==> config.mk <==
export PLATFORM = sky130hd
export DESIGN_NAME = multicycle_control
export DESIGN_NICKNAME = d
export VERILOG_FILES = /design/src/rtl/multicycle_control.sv
export SDC_FILE = /design/constraint.sdc
export NUM_CORES = 1
export LEC_CHECK = 0
export ABC_CLOCK_PERIOD_IN_PS = 5600
export CAP_MARGIN = 20
export CORE_MARGIN = 2
export CORE_UTILIZATION = 36
export CTS_CLUSTER_SIZE = 16
export DETAILED_ROUTE_END_ITERATION = 10
export GPL_TIMING_DRIVEN = 1
export HOLD_SLACK_MARGIN = 0.15
export PLACE_DENSITY = 0.63
export SETUP_SLACK_MARGIN = 0.15
export SLEW_MARGIN = 5
export SYNTH_ARGS = -nofsm -noshare
export SYNTH_HDL_FRONTEND = slang
export SYNTH_SLANG_ARGS = --single-unit
==> constraint.sdc <==
create_clock -name clock -period 5.6 [get_ports clock]
set_input_delay 1.68 -clock clock [delete_from_list [all_inputs] [get_ports clock]]
set_output_delay 1.68 -clock clock [all_outputs]
set_load 0.05 [all_outputs]
==> src/rtl/multicycle_control.sv <==
// Multi-cycle MIPS controller: a Moore FSM that drives the DataPath strobes.
// Define PERF_COUNTERS_EN to add the cycleCount/instrCount outputs.
module multicycle_control #(
    parameter int OPW = 6
`ifdef PERF_COUNTERS_EN
    , parameter int CNTW = 32
`endif
) (
    input  logic           clock,
    input  logic           resetN,
    input  logic [OPW-1:0] opcode,
    input  logic           zero,
    input  logic           memReady,
    output logic           pcWrite,
    output logic           pcWriteCond,
    output logic           iorD,
    output logic           memRead,
    output logic           memWrite,
    output logic           irWrite,
    output logic           memToReg,
    output logic           regDst,
    output logic           regWriteEnable,
    output logic           aluSrcA,
    output logic [1:0]     aluSrcB,
    output logic [1:0]     aluOp,
    output logic [1:0]     pcSource,
    output logic           illegalOp
`ifdef PERF_COUNTERS_EN
    , output logic [CNTW-1:0] cycleCount
    , output logic [CNTW-1:0] instrCount
`endif
);

    localparam logic [OPW-1:0] OP_RTYPE = OPW'(6'b000000);
    localparam logic [OPW-1:0] OP_LW    = OPW'(6'b100011);
    localparam logic [OPW-1:0] OP_SW    = OPW'(6'b101011);
    localparam logic [OPW-1:0] OP_ADDI  = OPW'(6'b001000);
    localparam logic [OPW-1:0] OP_BEQ   = OPW'(6'b000100);
    localparam logic [OPW-1:0] OP_J     = OPW'(6'b000010);

    typedef enum logic [3:0] {
        S_IDLE, S_FETCH, S_DECODE, S_R_EX, S_R_WB, S_ADDR, S_MEM_RD,
        S_MEM_WR, S_LW_WB, S_ADDI_EX, S_ADDI_WB, S_BEQ, S_JUMP
    } state_t;

    typedef struct packed {
        logic       pcWrite;
        logic       pcWriteCond;
        logic       iorD;
        logic       memRead;
        logic       memWrite;
        logic       memToReg;
        logic       regDst;
        logic       regWriteEnable;
        logic       aluSrcA;
        logic [1:0] aluSrcB;
        logic [1:0] aluOp;
        logic [1:0] pcSource;
    } ctrl_t;

    state_t state_q, state_d;
    ctrl_t  ctrl_q;
    logic   illegal_q, illegal_d;
    logic   fetch_rdy;

    // Moore decode of a state; registered against the next state so the
    // strobes come straight from flops during the state they belong to.
    function automatic ctrl_t ctrl_of(input state_t s);
        ctrl_t c;
        c = '0;
        case (s)
            S_FETCH:   begin c.memRead = 1'b1; c.aluSrcB = 2'b01; end
            S_DECODE:  c.aluSrcB = 2'b11;
            S_R_EX:    begin c.aluSrcA = 1'b1; c.aluOp = 2'b10; end
            S_R_WB:    begin c.regDst = 1'b1; c.regWriteEnable = 1'b1; end
            S_ADDR,
            S_ADDI_EX: begin c.aluSrcA = 1'b1; c.aluSrcB = 2'b10; end
            S_MEM_RD:  begin c.memRead = 1'b1; c.iorD = 1'b1; end
            S_MEM_WR:  begin c.memWrite = 1'b1; c.iorD = 1'b1; end
            S_LW_WB:   begin c.memToReg = 1'b1; c.regWriteEnable = 1'b1; end
            S_ADDI_WB: c.regWriteEnable = 1'b1;
            S_BEQ: begin
                c.aluSrcA = 1'b1; c.aluOp = 2'b01;
                c.pcSource = 2'b01; c.pcWriteCond = 1'b1;
            end
            S_JUMP:    begin c.pcSource = 2'b10; c.pcWrite = 1'b1; end
            default:   c = '0;
        endcase
        return c;
    endfunction

    always_comb begin
        state_d   = state_q;
        illegal_d = illegal_q;
        case (state_q)
            S_IDLE:   state_d = S_FETCH;
            S_FETCH:  if (memReady) state_d = S_DECODE;
            S_DECODE: begin
                case (opcode)
                    OP_RTYPE:     state_d = S_R_EX;
                    OP_LW, OP_SW: state_d = S_ADDR;
                    OP_ADDI:      state_d = S_ADDI_EX;
                    OP_BEQ:       state_d = S_BEQ;
                    OP_J:         state_d = S_JUMP;
                    default: begin
                        state_d   = S_FETCH;
                        illegal_d = 1'b1;
                    end
                endcase
            end
            S_R_EX:    state_d = S_R_WB;
            S_ADDR:    state_d = (opcode == OP_LW) ? S_MEM_RD : S_MEM_WR;
            S_MEM_RD:  if (memReady) state_d = S_LW_WB;
            S_MEM_WR:  if (memReady) state_d = S_FETCH;
            S_ADDI_EX: state_d = S_ADDI_WB;
            S_R_WB, S_LW_WB, S_ADDI_WB, S_BEQ, S_JUMP: state_d = S_FETCH;
            default:   state_d = S_IDLE;
        endcase
    end

    always_ff @(posedge clock or negedge resetN) begin
        if (!resetN) begin
            state_q   <= S_IDLE;
            ctrl_q    <= '0;
            illegal_q <= 1'b0;
        end else begin
            state_q   <= state_d;
            ctrl_q    <= ctrl_of(state_d);
            illegal_q <= illegal_d;
        end
    end

    // IR load and PC increment complete with the memory handshake in FETCH.
    assign fetch_rdy      = (state_q == S_FETCH) && memReady;
    assign irWrite        = fetch_rdy;
    assign pcWrite        = ctrl_q.pcWrite | fetch_rdy;
    assign pcWriteCond    = ctrl_q.pcWriteCond;
    assign iorD           = ctrl_q.iorD;
    assign memRead        = ctrl_q.memRead;
    assign memWrite       = ctrl_q.memWrite;
    assign memToReg       = ctrl_q.memToReg;
    assign regDst         = ctrl_q.regDst;
    assign regWriteEnable = ctrl_q.regWriteEnable;
    assign aluSrcA        = ctrl_q.aluSrcA;
    assign aluSrcB        = ctrl_q.aluSrcB;
    assign aluOp          = ctrl_q.aluOp;
    assign pcSource       = ctrl_q.pcSource;
    assign illegalOp      = illegal_q;

    // The branch decision is made in the datapath from pcWriteCond and zero.
    logic unused_zero;
    assign unused_zero = zero;

`ifdef PERF_COUNTERS_EN
    logic [CNTW-1:0] cycle_q, instr_q;

    always_ff @(posedge clock or negedge resetN) begin
        if (!resetN) begin
            cycle_q <= '0;
            instr_q <= '0;
        end else begin
            if (state_q != S_IDLE) cycle_q <= cycle_q + 1'b1;
            if (state_d == S_FETCH && state_q != S_FETCH && state_q != S_IDLE)
                instr_q <= instr_q + 1'b1;
        end
    end

    assign cycleCount = cycle_q;
    assign instrCount = instr_q;
`endif

endmodule

Word-level counts from Yosys, hierarchy flattened
Cells that the tools add are included.
{"block": "totals", "regBits": 20, "latchBits": 0, "mem_bits_rw": 0, "mem_bits_ro": 0, "inputBits": 10, "out_inout_bits": 17, "wordCells": 75, "memories": 0}
{"block": "classes", "add_sub_neg": 0, "multipliers": 0, "div_mod_pow": 0, "magnitude_cmp": 0, "n_eq_ne": 29, "shifts": 0, "muxes": 18, "bitwise": 2, "n_reduce_logical": 12}
{"op": "$eq 4x4->1 const B", "count": 10}
{"op": "$eq 4x3->1 const B", "count": 8}
{"op": "$pmux 4 s8", "count": 1}
{"op": "$pmux 4 s5", "count": 1}
{"op": "$eq 4x2->1 const B", "count": 4}
{"op": "$eq 6x6->1 const B", "count": 2}
{"op": "$mux 4", "count": 3}
{"op": "$reduce_or 6->1", "count": 2}
{"op": "$mux 1", "count": 10}
{"op": "$eq 4x1->1 const B", "count": 2}
{"op": "$pmux 2 s2", "count": 2}
{"op": "$reduce_or 2->1", "count": 4}
{"op": "$eq 6x2->1 const B", "count": 1}
{"op": "$eq 6x3->1 const B", "count": 1}
{"op": "$eq 6x4->1 const B", "count": 1}
{"op": "$logic_not 6->1", "count": 1}
{"op": "$pmux 2 s3", "count": 1}
{"op": "$logic_not 4->1", "count": 1}
{"op": "$reduce_or 4->1", "count": 1}
{"op": "$reduce_or 3->1", "count": 1}
{"op": "$reduce_and 2->1", "count": 1}
{"op": "$logic_and 1x1->1", "count": 1}
{"op": "$not 1->1", "count": 1}
{"op": "$or 1x1->1", "count": 1}

Depth between registers and ports, before layout
{"block": "logic_depth", "ltp_word": 7, "depth_mapped": 6, "ltp_nobuf": 5}

Worst setup path after synthesis
No wires, ideal clock.
{"block": "synth_path", "path_type": "input to output", "from": "input port memReady", "to": "output port pcWrite", "t_arrival_ns": 2.224, "required_ns": 3.920, "setup_slack_ns": 1.696, "cell_stages": 2, "path_buffers": 0, "path_cell_list": "nand4b_1 -> nand2b_1"}
{"block": "synth_between", "elab_chain_cells": 2}
{"element": "start: declaration", "line": "13", "rtl": "input logic memReady,"}
{"element": "$logic_and 1x1->1", "line": "134", "rtl": "assign fetch_rdy = (state_q == S_FETCH) && memReady;"}
{"element": "$or 1x1->1", "line": "136", "rtl": "assign pcWrite = ctrl_q.pcWrite | fetch_rdy;"}
{"element": "end: declaration", "line": "14", "rtl": "output logic pcWrite,"}
No other way between the ends.

Worst setup path in the final report
Same ends and word-level chain as after synthesis.

==> flow_metrics.env <==
export IMPL_antenna_cells=0
export IMPL_powerDensity_nw_per_um2=509.3
export IMPL_report_final_setup_viol=0
export IMPL_synth_ff_type="dfrtp_1"
export IMPL_worstHoldPathType="reg -> reg"
export IMPL_die_x_um=54.58
export IMPL_synth_edff_count=0
export IMPL_cp_end_kind="output port"
export IMPL_place_hpwl_mm=1.262
export IMPL_final_hold_violation_count=0
export IMPL_gp_congestion=0.8030
export IMPL_outcome="finished, final reports clean"
export IMPL_clock_skew_final_ns=0.001108
export IMPL_syn_nets=99
export IMPL_vias_per_cell=5.121
export IMPL_dr_first_iter_drc_count=6
export IMPL_clkTransAtPathRegs_ns=0.09
export IMPL_post_dp_cell_area_um2=1160
export IMPL_cp_required_ns=3.92
export IMPL_period_share=0.9085
export IMPL_die_area_um2=2978
export IMPL_drt_wirelength_per_cell_um=12.03
export IMPL_final_common_cell="clkdlybuf4s50_1"
export IMPL_grt_max_degree=19
export IMPL_wirelength_mm=1.684
export IMPL_finalWorstSetupSlack_ns=0.5122
export IMPL_drtAntennaViolNets=0
export IMPL_grt_overflow=0
export IMPL_cts_sinks=18
export IMPL_num_rows=18
export IMPL_final_cell_mix="clkdlybuf4s50_1 (25), dfrtp_1 (18), nor2_1 (8)"
export IMPL_ctsResizeCount=0
export IMPL_reg2reg_from="state_q[0]"
export IMPL_track_usage=0.1339
export IMPL_reg2reg_setup_slack_ns=3.47
export IMPL_drc=0
export IMPL_irDropWorstVdd_mv=0.2686
export IMPL_cts_htree_levels=1
export IMPL_clkLatencyLatePin_ns=0.28
export IMPL_cap_violations=0
export IMPL_syn_area_per_cell_um2=10.35
export IMPL_start_util=0.3751
export IMPL_final_cell_area_um2=1182
export IMPL_cts_root_buf="clkbuf_4"
export IMPL_netlist_area_um2=920.9
export IMPL_timing_slew_headroom=0.4736
export IMPL_cp_start_kind="input pin"
export IMPL_drt_pass1_iterations=4
export IMPL_final_max_slew_viol_count=0
export IMPL_p_total_uw=602.1
export IMPL_dp_cells=137
export IMPL_antenna_found_initial=0
export IMPL_grt_pass1_vias=637
export IMPL_numCtsBuffers=3
export IMPL_postCtsSetupBuffers=0
export IMPL_ys_warn_count=0
export IMPL_final_setup_tns_ns=0
export IMPL_arrival_ns=3.41
export IMPL_crit_start="memReady"
export IMPL_die_h_um=54.58
export IMPL_clock_fmax_ghz=0.1966
export IMPL_core_area_um2=2455
export IMPL_synthArstFlopShare=1.000
export IMPL_stdcell_count=140
export IMPL_whs_ns=0.4948
export IMPL_path_max_fanout=6
export IMPL_cts_tree="built"
export IMPL_final_core_util=0.4817
export IMPL_pin_count=27
export IMPL_grt_pass1_wl_mm=2.801
export IMPL_crit_type="in -> out"
export IMPL_post_route_min_period_ns=5.088
export IMPL_ys_seq_elements=18
export IMPL_synth_distinct_cells=32
export IMPL_clk_path_buf_depth=2
export IMPL_rsz0062_at_grt="no"
export IMPL_nets=122
export IMPL_io_buffers=25
export IMPL_p_leak_nw=0.5329
export IMPL_drive_above_1_share=0.07273
export IMPL_worst_pin_slew_ns=0.7871
export IMPL_seq_area_frac_synth=0.4891
export IMPL_syn_inst=89
export IMPL_ctsHoldBuffers=0
export IMPL_areaGrowthSynthToFinish_pct=28.40
export IMPL_num_vias=717
export IMPL_hold_start="illegalOp"
export IMPL_post_place_ws_ns=0.5148
[final timing paths]
kind | end | cells after the start
min in group asynchronous | regDst | 1
max reg2reg | aluSrcB[1] | 4
min reg2reg | illegalOp | 1
max | pcWrite | 4
min | illegalOp | 1
max in group asynchronous | ctrl_q[14] | 1
[routing by layer]
layer,up-vias,GRT usage,share of wire
met5,-,0,0
met4,0,0.06250,0.018
met3,5,0.04098,0.061
met2,23,0.2028,0.45
met1,333,0.1741,0.47
li1,356,-,-
[power by group]
| part | total, mW | switching, mW | leakage [nW] | internal (mW) |
|---|---|---|---|---|
| logic | 0.342 | 0.214 | 0.286 | 0.128 |
| clock network | 0.0617 | 0.0367 | 0.0138 | 0.0250 |
| registers | 0.199 | 0.0303 | 0.233 | 0.169 |
[cells in the mapped netlist, types with 2 or more instances]
library cell	number	share of area
dfrtp_1	18	0.49
nor2_1	8	0.033
nor2b_1	7	0.048
a21oi_1	6	0.033
buf_4	6	0.049
inv_1	5	0.020
o21ai_0	5	0.027
nand2_1	4	0.016
and3_1	2	0.014
nand2b_1	2	0.014
nand3_1	2	0.011
nor4bb_1	2	0.022
o31ai_1	2	0.016
xor2_1	2	0.019
[state kept, by name, summed over array words and instances, names as in the netlist]
signal,cells
memRead,1
aluSrcB,2
memWrite,1
regDst,1
illegalOp,1
regWriteEnable,1
aluSrcA,1
iorD,1
aluOp,1
memToReg,1
ctrl_q,1
pcWriteCond,1
state_q,4
pcSource,1
[kinds of logic after synthesis]
kind of cell | share of synthesized area
AO/OA/AOI/OAI | 0.1984
XOR/XNOR | 0.01903
buffers and inverters | 0.07336
flip-flops | 0.4891
AND/OR/NAND/NOR | 0.2201
[cell type report]
type / instances / area, um2
fill: 233 / 1272
multi-input combinational: 59 / 402.9
sequential: 18 / 450.4
timing repair buffer: 25 / 250.2
tap: 30 / 37.54
inverter: 5 / 18.77
clock buffer: 3 / 22.52
[worst max-delay path, cell delays in order]
cell and delay [ns]:
clkdlybuf4s50_1 0.58, nand4b_1 0.22, nand2b_1 0.12, clkdlybuf4s50_1 0.80
Power figures use the tool's default switching activity.
